<file path="src/rtl/trajeto_motorista.sv">
// Ride-hailing route animation: the driver position walks one-hot towards the pickup, waits for
// boarding, then walks to the drop-off, flagging arrivals on the green LEDs.
module trajeto_motorista #(
  parameter int unsigned N_POS           = 9,
  parameter int unsigned PASSO_CICLOS    = 1,
  parameter int unsigned EMBARQUE_CICLOS = 4,
  parameter int unsigned LARG_VERDE      = 8
) (
  input  logic                  clk,
  input  logic                  reset,
  input  logic                  inicia,
  input  logic                  cancelar,
  input  logic [N_POS-1:0]      pos_motorista,
  input  logic [N_POS-1:0]      inicio,
  input  logic [N_POS-1:0]      fim,
  output logic [N_POS-1:0]      fio,
  output logic [LARG_VERDE-1:0] acende_verde_2,
  output logic                  ocupado,
  output logic                  chegou_inicio,
  output logic                  concluido,
  output logic                  erro
);

  localparam logic [7:0] PassoMax = 8'(PASSO_CICLOS - 1);
  localparam logic [7:0] EmbMax   = 8'(EMBARQUE_CICLOS - 1);

  typedef enum logic [2:0] {OCIOSO, BUSCA, EMBARQUE, VIAGEM, FIM} estado_t;

  estado_t               r_estado, w_estado;
  logic [N_POS-1:0]      r_fio, w_fio;
  logic [N_POS-1:0]      r_alvo, w_alvo;
  logic [N_POS-1:0]      r_fim, w_fim;
  logic [LARG_VERDE-1:0] r_verde, w_verde;
  logic [7:0]            r_div, w_div;
  logic [7:0]            r_emb, w_emb;
  logic                  w_chegou, w_concl, w_erro;
  logic                  w_chegada, w_entradas_ok;

  assign w_chegada     = (r_fio == r_alvo);
  assign w_entradas_ok = $onehot(pos_motorista) && $onehot(inicio) && $onehot(fim);

  always_comb begin
    w_estado = r_estado;
    w_fio    = r_fio;
    w_alvo   = r_alvo;
    w_fim    = r_fim;
    w_verde  = r_verde;
    w_div    = r_div;
    w_emb    = r_emb;
    w_chegou = 1'b0;
    w_concl  = 1'b0;
    w_erro   = 1'b0;
    case (r_estado)
      OCIOSO: begin
        if (inicia) begin
          if (w_entradas_ok) begin
            w_fio    = pos_motorista;
            w_alvo   = inicio;
            w_fim    = fim;
            w_verde  = '0;
            w_div    = '0;
            w_estado = BUSCA;
          end else begin
            w_erro = 1'b1;
          end
        end
      end
      BUSCA, VIAGEM: begin
        // Cancel wins over arrival and suppresses the arrival pulse.
        if (cancelar) begin
          w_verde  = '0;
          w_estado = OCIOSO;
        end else if (w_chegada) begin
          w_verde = '1;
          if (r_estado == BUSCA) begin
            w_chegou = 1'b1;
            w_emb    = '0;
            w_estado = EMBARQUE;
          end else begin
            w_estado = FIM;
          end
        end else if (r_div == PassoMax) begin
          w_div = '0;
          w_fio = (r_fio > r_alvo) ? (r_fio >> 1) : (r_fio << 1);
        end else begin
          w_div = r_div + 8'd1;
        end
      end
      EMBARQUE: begin
        if (cancelar) begin
          w_verde  = '0;
          w_estado = OCIOSO;
        end else if (r_emb == EmbMax) begin
          w_verde  = '0;
          w_alvo   = r_fim;
          w_div    = '0;
          w_estado = VIAGEM;
        end else begin
          w_emb = r_emb + 8'd1;
        end
      end
      FIM: begin
        if (cancelar) begin
          w_verde = '0;
        end else begin
          w_concl = 1'b1;
        end
        w_estado = OCIOSO;
      end
      default: w_estado = OCIOSO;
    endcase
  end

  always_ff @(posedge clk) begin
    if (reset) begin
      r_estado <= OCIOSO;
      r_fio    <= {{(N_POS-1){1'b0}}, 1'b1};
      r_alvo   <= '0;
      r_fim    <= '0;
      r_verde  <= '0;
      r_div    <= '0;
      r_emb    <= '0;
    end else begin
      r_estado <= w_estado;
      r_fio    <= w_fio;
      r_alvo   <= w_alvo;
      r_fim    <= w_fim;
      r_verde  <= w_verde;
      r_div    <= w_div;
      r_emb    <= w_emb;
    end
  end

  // Pulses and ocupado are forced low while reset is held, even before the first reset edge.
  assign fio            = r_fio;
  assign acende_verde_2 = r_verde;
  assign ocupado        = !reset && (r_estado != OCIOSO);
  assign chegou_inicio  = !reset && w_chegou;
  assign concluido      = !reset && w_concl;
  assign erro           = !reset && w_erro;

endmodule

</file>
<file path="config.mk">
export PLATFORM = sky130hd
export DESIGN_NAME = trajeto_motorista
export DESIGN_NICKNAME = d
export VERILOG_FILES = /design/src/rtl/trajeto_motorista.sv
export SDC_FILE = /design/constraint.sdc
export NUM_CORES = 1
export LEC_CHECK = 0
export ABC_CLOCK_PERIOD_IN_PS = 9550
export CAP_MARGIN = 5
export CORE_MARGIN = 2
export CORE_UTILIZATION = 30
export DETAILED_ROUTE_END_ITERATION = 16
export HOLD_SLACK_MARGIN = 0.06
export PLACE_DENSITY = 0.51
export RECOVER_POWER = 25
export SLEW_MARGIN = 25
export SYNTH_ARGS = -nofsm -noshare
export SYNTH_HDL_FRONTEND = slang
export SYNTH_SLANG_ARGS = --single-unit
</file>
<file path="constraint.sdc">
create_clock -name clk -period 9.55 [get_ports clk]
set_clock_uncertainty 0.15 [all_clocks]
set_input_delay 0.955 -clock clk [delete_from_list [all_inputs] [get_ports clk]]
set_output_delay 0.955 -clock clk [all_outputs]
set_load 0.05 [all_outputs]
</file>
==> results of run 1 <==
-- worst max path at each step --
stage	start	end	slack, ps
CTS	pos_motorista[0]	erro	3020
detailed placement	pos_motorista[0]	erro	3020
floorplan	fim[0]	erro	3770
finish	pos_motorista[0]	erro	3030
global route	pos_motorista[0]	erro	2850
global placement	pos_motorista[0]	erro	3070
-- Yosys cell counts (2+ instances only) --
| master | instances |
|---|---|
| a211o_1 | 2 |
| a211oi_1 | 2 |
| a21oi_1 | 8 |
| a31oi_1 | 4 |
| and2_1 | 6 |
| and3_1 | 9 |
| buf_4 | 8 |
| clkbuf_1 | 17 |
| dfxtp_1 | 47 |
| fa_1 | 15 |
| ha_1 | 18 |
| inv_1 | 50 |
| mux2_2 | 4 |
| mux2i_1 | 20 |
| nand2_1 | 15 |
| nand2b_1 | 4 |
| nand3_1 | 6 |
| nand3b_1 | 8 |
| nand4_1 | 7 |
| nor2_1 | 55 |
| nor2b_1 | 14 |
| nor3_1 | 4 |
| nor3b_1 | 2 |
| nor4_1 | 5 |
| o211ai_1 | 2 |
| o21ai_0 | 23 |
| o21ai_1 | 3 |
| o22ai_1 | 2 |
| o31ai_1 | 6 |
| o31ai_2 | 6 |
| o41ai_1 | 9 |
| or3_1 | 3 |
| xnor2_1 | 2 |
| xor2_1 | 6 |
-- metrics by stage --
step                      setup slack [ps]  power (mW)  area, sq um  hold slack, ps
after floorplan                       3770       0.264         3410             288
after global placement                3070       0.297         3990             311
after detailed placement              3020       0.299         3990             328
after CTS                             3020       0.491         4150             340
after global routing                  2850       0.509         4150             361
final                                 3030       0.483         4150             334
-- layer usage --
| layer | part of all wire (%) | routed length [um] | global-route usage [%] |
|---|---|---|---|
| met2 | 47 | 3880 | 22.2 |
| met5 | 0 | 0 | 0 |
| met4 | 1.7 | 143 | 4.00 |
| met1 | 49 | 4040 | 19.2 |
| met3 | 2.9 | 244 | 1.87 |
-- worst register-to-register path, delay by kind of cell (launching register included) --
kind            cells  cell delay, ps
compound gates      2             390
buf+inv             1             210
flops               1             570
simple gates        3            1450
-- registers in the layout (all words and copies together), names as in the netlist --
signal / flops
r_div: 8
r_fim: 9
acende_verde_2: 1
r_estado: 3
fio: 9
r_alvo: 9
r_emb: 8
-- power groups by stage --
stage	clock, mW	combinational (mW)	sequential (mW)
3_5_place_dp	0	0.0980	0.201
6_report	0.191	0.0959	0.197
5_1_grt	0.203	0.110	0.197
2_1_floorplan	0	0.0617	0.202
4_1_cts	0.195	0.0987	0.197
3_3_place_gp	0	0.0959	0.201
-- area by class of cell --
| type | instances | area (sq um) | area share, % |
|---|---|---|---|
| clock buffer | 7 | 153 | 3.68 |
| multi-input combinational | 285 | 2150 | 51.8 |
| tap | 140 | 175 | 4.23 |
| timing repair buffer | 55 | 536 | 12.9 |
| clock inverter | 1 | 7.51 | 0.181 |
| inverter | 50 | 188 | 4.53 |
| sequential | 47 | 941 | 22.7 |
-- logic make-up after synthesis --
family	synth area share (%)
and+or+nand+nor	23.0
buffers and inverters	9.72
AOI/OAI and AO/OA	15.0
DFF	27.6
adders and majority gates	15.4
muxes	7.19
xor gates and xnor gates	2.05
-- layout by cell type, fill, tap and decap left out, drive strengths merged, types with 14 or more instances in the layout --
cell            n
mux2i          20
nor2           55
dfxtp          47
clkdlybuf4s50  38
ha             18
fa             15
inv            50
nor2b          14
o21ai          26
nand2          15
==> impl_metrics.toml, run 1 <==
[critical_path]
crit_cells = 12
worst-path-buf-inv = 3
path_cells = "clkdlybuf4s50_1, inv_1, fa_1, fa_1, fa_1, fa_1, fa_1, and4b_1, nand2_1, nor4_1, nor3_1, clkdlybuf4s50_1"
crit_path_end_kind = "output pin"
worst_ep_required_time_ps = 8450
cp_slowest_cell = "clkdlybuf4s50_1"
path_class = "in2out"
max_stage_delay_ps = 730
rr_worst_depth = 6
critical_path.top_delay_family = "adder cells"
r2r_slack_ps = 6700
critPathLaunchType = "input pin"
rr_startpoint = "r_estado[0]"
worst_path_most_repeated_cell = "fa_1"
r2r-end = "fio[5]"
cp_max_fo = 3
worstPathArrival_ps = 5420

[timing]
period_share_pct = 68.3
finalSetupTns_ps = 0
rsz0062_at_grt = "false"
max_slew.worst_pin.slew_ps = 902
slew_headroom_pct = 39.7
drv_slew = 0
finalSetupViolCount = 0
final_hold_viol_count = 0
fmax_mhz = 153
final.min_clock_period_ps = 6520

[clock_tree]
clk_pin_slew_worst_paths_ps = 70
htreeDepth = 2
cts_hold_buffers = 0
cts-root-buf = "clkbuf_16"
clockBufferDepth = 2
cts_resized = 0
clock_sinks = 47
tritoncts = "yes"
worstSkewPairLatency_ps = 290
post_cts_buffers = 0
cts_buffers = 5

[die]
io_pins = 52
core_area_sq_um = 11000
start_util_pct = 31.1
die_h_um = 111
fp-row-count = 38
die_x_um = 111
dieArea_sq_um = 12200

[placed_design]
place.port_buffers = 51
hpwl_um = 6330
gp_congestion = 0.750
dp_cells = 577

[power_and_ir_drop]
sw_frac_of_total_pct = 27.3
peakVddDrop_mv = 0.0725
power.internal_mw = 0.351
p_comb_share_pct = 19.8
leakagePower_nw = 1.70
seqPwrFrac_pct = 40.7
pwr-share-clk_pct = 39.5
p_sw_mw = 0.132
powerDensity_nw_per_um2 = 117

[logic_synthesis]
synthesis.instances = 410
synth_ff_type = "dfxtp_1"
synth-edff-count = 0
ys_seq_area_share_pct = 27.6
synth_top_area_cell = "dfxtp_1"
syn_area_sq_um = 3410
synth.avg_cell_area_sq_um = 8.32
yosysWarnings = 0
synth-seq-cells = 47
async_flop_share_pct = 0
ys_types = 52
synth_area_leaders = "dfxtp_1 (28%), fa_1 (8.8%), ha_1 (6.6%)"
synth_nets = 474
synth_top_cell_area_share_pct = 27.6

[layout]
fillers = 1133
fin_nets = 508
diodes = 0
final_util_pct = 37.7
fin_cells = 585
drive_above_1_share_pct = 6.74
area_growth_pct = 21.5

[run]
cap_violations = 0

[route]
first_iter_violations = 72
first_pass_iters = 4
via_count = 2906
final_antenna_net_count = 0
wl_um = 8310
detail_route.wl_per_cell_um = 14.2
viasPerCell = 4.97
drcViolationCount = 0

[global_routing]
grt_overflow_total = 0
grt_pass1_vias = 2786
grtUsageTotal_pct = 13.8
grt_max_degree = 55
antenna_found_initial = 0
grt_pass1_wl_um = 14000

[hold_path]
holdPathStages = 1
holdCritStartpoint = "r_div[7]"
hold_class = "reg2reg"
min_to = "r_div[7]"

[status]
status = "completed"
No activity file was read; power rests on OpenSTA's default activity.
==> run 2: changes to the inputs <==
--- a/config.mk
+++ b/config.mk
@@ -5,13 +5,13 @@
 export SDC_FILE = /design/constraint.sdc
 export NUM_CORES = 1
 export LEC_CHECK = 0
-export ABC_CLOCK_PERIOD_IN_PS = 9550
+export ABC_CLOCK_PERIOD_IN_PS = 5700
 export CAP_MARGIN = 5
 export CORE_MARGIN = 2
 export CORE_UTILIZATION = 30
 export DETAILED_ROUTE_END_ITERATION = 16
 export HOLD_SLACK_MARGIN = 0.06
-export PLACE_DENSITY = 0.51
+export PLACE_DENSITY = 0.53
 export RECOVER_POWER = 25
 export SLEW_MARGIN = 25
 export SYNTH_ARGS = -nofsm -noshare
==> constraint.sdc (replaced) <==
create_clock -name clk -period 5.7 [get_ports clk]
set_clock_uncertainty 0.15 [all_clocks]
set_input_delay 0.57 -clock clk [delete_from_list [all_inputs] [get_ports clk]]
set_output_delay 0.57 -clock clk [all_outputs]
set_load 0.05 [all_outputs]
==> run 2 against run 1 <==
Compared with the run above:
- total power rose by 72%
- critical path depth stayed put
- core utilization is 0.091 points higher
- clock power grew 73%
- sequential power is 68% higher
- register-to-register slack worse by 3800 ps
- critical path type unchanged
==> impl_metrics.toml, run 2 (synthesized netlist as in run 1, its figures left out) <==
[hold_path]
holdCritStartpoint = "r_div[7]"
hold_class = "reg2reg"

[global_routing]
grt_overflow_total = 0
grt_pass1_wl_um = 14100
grt_max_degree = 55
antenna_found_initial = 0
grt_pass1_vias = 2843
grtUsageTotal_pct = 13.8

[critical_path]
path_class = "in2out"
worst_path_most_repeated_cell = "fa_1"
cp_slowest_cell = "fa_1"
rr_startpoint = "r_estado[0]"
startpoint = "pos_motorista[0]"
path_cells = "clkdlybuf4s50_1, inv_1, fa_1, fa_1, fa_1, fa_1, fa_1, and4b_1, nand2_1, nor4_1, nor3_1, buf_4"
critPathLaunchType = "input pin"
cp_max_fo = 3
crit_path_end_kind = "output pin"
worstPathArrival_ps = 4590
max_stage_delay_ps = 550
worst_ep_required_time_ps = 4980

[timing]
final_hold_viol_count = 0
rsz0062_at_grt = "false"
period_share_pct = 93.1
worst_slack_ps = 395
finalSetupViolCount = 0
max_slew.worst_pin.slew_ps = 951
finalSetupTns_ps = 0
final.min_clock_period_ps = 5310
slew_headroom_pct = 36.5
fmax_mhz = 189
drv_slew = 0

[route]
first_pass_iters = 5
detail_route.wl_per_cell_um = 14.4
drcViolationCount = 0
first_iter_violations = 116
final_antenna_net_count = 0
wl_um = 8400
via_count = 2887
viasPerCell = 4.94

[placed_design]
post_dp_cell_area_sq_um = 3990
hpwl_um = 6380
dpl_worst_slack_ps = 285
place.port_buffers = 51
gp_congestion = 0.757

[layout]
fin_area_sq_um = 4160
fillers = 1122
final_cell_mix = "nor2_1 (55), inv_1 (50), dfxtp_1 (47)"
area_growth_pct = 21.8
diodes = 0
fin_nets = 508
layout_commonest_cell = "nor2_1"
final_util_pct = 37.8
drive_above_1_share_pct = 6.76

[die]
fp-row-count = 38
die_x_um = 111
start_util_pct = 31.1
core_area_sq_um = 11000
dieArea_sq_um = 12200
io_pins = 52
die_h_um = 111

[power_and_ir_drop]
power_mw = 0.831
peakVddDrop_mv = 0.137
powerDensity_nw_per_um2 = 200
leakagePower_nw = 1.72

[clock_tree]
cts_resized = 0
clockBufferDepth = 2
clock_sinks = 47
cts-root-buf = "clkbuf_16"
clk_pin_slew_worst_paths_ps = 70
post_cts_buffers = 0
worstSkewPairLatency_ps = 290
cts_buffers = 5
htreeDepth = 2
tritoncts = "yes"
cts_hold_buffers = 0

[run]
cap_violations = 0

[status]
status = "completed"
-- run 2: cell types whose count changed in the layout (fill, tap and decap cells not counted), sizes merged --
cell | previous run | this run
buf | 5 | 6
bufinv | 0 | 1
clkbuf | 7 | 6
clkdlybuf4s50 | 38 | 34
clkinvlp | 1 | 0
dlygate4sd3 | 12 | 15
-- run 2: power by group --
group / internal (mW) / switching, mW / leakage, nW / total [mW]
Clock: 0.205 / 0.125 / 0.0769 / 0.330
Sequential: 0.329 / 0.000715 / 0.378 / 0.330
Combinational: 0.0756 / 0.0951 / 1.27 / 0.171
Total: 0.610 / 0.221 / 1.72 / 0.831
-- run 2: layer usage --
layer / vias up / share of wire [%] / track usage, %
met2: 63 / 47 / 23.4
li1: 1461 / - / -
met5: - / 0 / 0
met3: 8 / 2.9 / 1.87
met4: 0 / 1.5 / 4.00
met1: 1355 / 49 / 18.2
-- run 2: final timing paths --
| kind | end | slack (ps) | depth (start not counted) |
|---|---|---|---|
| worst max register to register | fio[6] | 2870 | 5 |
| worst max-delay path | erro | 390 | 12 |
| worst min register to register | r_div[7] | 330 | 1 |
| worst min-delay path | r_div[7] | 330 | 1 |
-- run 2: worst max-delay path, delay by kind of cell --
family	cells	cell delay [ps]
adder cells (fa/ha/maj)	5	2360
buffers and inverters	3	760
AND/OR/NAND/NOR	4	890
-- run 2: cell type report --
class	instances	area, sq um	share of cell area [%]
Sequential cell	47	941	22.6
Clock inverter	1	30.0	0.723
Inverter	50	188	4.52
Tap cell	140	175	4.22
Clock buffer	6	129	3.10
Multi-Input combinational cell	285	2160	52.0
Timing Repair Buffer	55	533	12.8
-- run 2: per-stage QoR --
stage	cells	hold WS (ps)
after CTS	584	328
after floorplan	410	288
after global placement	577	305
after detailed placement	577	318
final	584	325
after global routing	584	362
==> run 3: changes to the inputs <==
--- a/config.mk
+++ b/config.mk
@@ -5,13 +5,12 @@
 export SDC_FILE = /design/constraint.sdc
 export NUM_CORES = 1
 export LEC_CHECK = 0
-export ABC_CLOCK_PERIOD_IN_PS = 5700
-export CAP_MARGIN = 5
+export ABC_CLOCK_PERIOD_IN_PS = 6450
 export CORE_MARGIN = 2
 export CORE_UTILIZATION = 30
 export DETAILED_ROUTE_END_ITERATION = 16
 export HOLD_SLACK_MARGIN = 0.06
-export PLACE_DENSITY = 0.53
+export PLACE_DENSITY = 0.51
 export RECOVER_POWER = 25
 export SLEW_MARGIN = 25
 export SYNTH_ARGS = -nofsm -noshare
==> constraint.sdc (replaced) <==
create_clock -name clk -period 6.45 [get_ports clk]
set_clock_uncertainty 0.15 [all_clocks]
set_input_delay 0.645 -clock clk [delete_from_list [all_inputs] [get_ports clk]]
set_output_delay 0.645 -clock clk [all_outputs]
set_load 0.05 [all_outputs]
==> run 3 against run 2 <==
Compared with the run above:
- die area is the same
- flip-flop and latch count unchanged
- non-clock buffer count did not move
- worst hold slack improved by 8.5 ps
- largest cell class unchanged
- via count fell by 0.17%
- core utilization is 0.16 points lower
- count of clock-buffer cells in the layout increased by 2
- clock power down 16%
- combinational power shrank 16%
- critical path type unchanged
- wire length shrank 0.99%
- cell count up 0.17%
- design area down 0.42%
==> impl_metrics.toml, run 3 (synthesized netlist as in run 1, its figures left out) <==
[clock_tree]
tritoncts = "yes"
clock_sinks = 47
cts_hold_buffers = 0
clockBufferDepth = 2
clk_pin_slew_worst_paths_ps = 60
cts_buffers = 5
worstSkewPairLatency_ps = 280
cts-root-buf = "clkbuf_16"
htreeDepth = 2
post_cts_buffers = 0
cts_resized = 0

[die]
fp-row-count = 38
die_h_um = 111
start_util_pct = 31.1
die_x_um = 111
io_pins = 52
dieArea_sq_um = 12200
core_area_sq_um = 11000

[timing]
final_hold_viol_count = 0
finalSetupViolCount = 0
slew_headroom_pct = 31.6
final.min_clock_period_ps = 5890
max_slew.worst_pin.slew_ps = 1030
finalSetupTns_ps = 0
fmax_mhz = 170
rsz0062_at_grt = "false"
period_share_pct = 91.3
drv_slew = 0

[hold_path]
hold_class = "reg2reg"
holdPathStages = 1

[route]
drcViolationCount = 0
wl_um = 8320
final_antenna_net_count = 0
first_iter_violations = 121
via_count = 2882
first_pass_iters = 4
viasPerCell = 4.93
detail_route.wl_per_cell_um = 14.2

[global_routing]
grt_overflow_total = 0
grt_use_met2_pct = 22.3
grt_max_degree = 55
grtUsageTotal_pct = 13.7
use_met3_pct = 1.98
grt_pass1_wl_um = 14000
grt_use_met1_pct = 19.7
busiest_layer = "met2"
antenna_found_initial = 0
grt_pass1_vias = 2802

[critical_path]
r2r_slack_ps = 3410
path_cells = "clkdlybuf4s50_1, inv_1, fa_1, fa_1, fa_1, fa_1, fa_1, and4b_1, nand2_1, nor4_1, nor3_1, clkdlybuf4s50_1"
crit_cells = 12
worstPathArrival_ps = 5090
cp_max_fo = 3
critical_path.top_delay_family = "adder cells"
crit_path_end_kind = "output pin"
critPathLaunchType = "input pin"
max_stage_delay_ps = 750
worst_path_most_repeated_cell = "fa_1"
cp_slowest_cell = "clkdlybuf4s50_1"
worst_ep_required_time_ps = 5650
worst-path-buf-inv = 3
rr_worst_depth = 5
path_class = "in2out"

[layout]
fin_area_sq_um = 4140
fillers = 1142
final_util_pct = 37.7
multi_input_area_sq_um = 2140
diodes = 0
fin_nets = 508
layout_commonest_cell = "nor2_1"
drive_above_1_share_pct = 6.29
area_growth_pct = 21.3
seq_area_sq_um = 941
final_cell_mix = "nor2_1 (55), inv_1 (50), dfxtp_1 (47)"

[power_and_ir_drop]
powerDensity_nw_per_um2 = 172
p_sw_mw = 0.191
seqPwrFrac_pct = 41.0
power.internal_mw = 0.520
leakagePower_nw = 1.71
pwr-share-clk_pct = 38.9
p_comb_share_pct = 20.1
sw_frac_of_total_pct = 26.8
peakVddDrop_mv = 0.114

[run]
cap_violations = 0

[status]
status = "completed"

[placed_design]
gp_congestion = 0.760
hpwl_um = 6400
post_dp_cell_area_sq_um = 3990
place.port_buffers = 51
## run 3: changes by cell type in the layout (fill, tap and decap cells not counted)
cell	change
dlygate4sd3_1	-2
nor3b_4	-1
nor3b_2	+1
buf_4	-1
o41ai_2	-1
clkbuf_8	+2
clkdlybuf4s50_1	+3
o41ai_1	+1
bufinv_16	-1
a21oi_1	+1
a21oi_2	-1
## run 3: worst paths after layout
path                         start        to
setup / recovery  pos_motorista[0]      erro
hold / removal            r_div[7]  r_div[7]
setup reg to reg       r_estado[0]    fio[6]
hold reg to reg           r_div[7]  r_div[7]
## run 3: power by group through the flow
| stage | clock [mW] | sequential (mW) | combinational, mW |
|---|---|---|---|
| floorplan | 0 | 0.299 | 0.0914 |
| global placement | 0 | 0.298 | 0.142 |
| detailed placement | 0 | 0.298 | 0.146 |
| CTS | 0.284 | 0.291 | 0.146 |
| global route | 0.296 | 0.291 | 0.162 |
| finish | 0.277 | 0.291 | 0.143 |
## run 3: area by class of cell
| cell class | instances | area share, % |
|---|---|---|
| inverter | 50 | 4.54 |
| timing repair buffer | 55 | 12.9 |
| sequential | 47 | 22.7 |
| tap | 140 | 4.23 |
| multi-input combinational | 285 | 51.8 |
| clock buffer | 8 | 3.78 |
## run 3: routing by layer
layer	wire [um]	share of wire [%]
met5	0	0
met4	61	0.73
met3	172	2.1
met2	3880	47
met1	4210	51
## run 3: per-stage QoR
step	instances	worst slack, ps	power [mW]	hold WS [ps]
final	585	561	0.711	334
after global routing	585	407	0.750	369
after CTS	585	564	0.721	335
after detailed placement	577	572	0.444	326
after global placement	577	594	0.440	318
after floorplan	410	1290	0.390	288
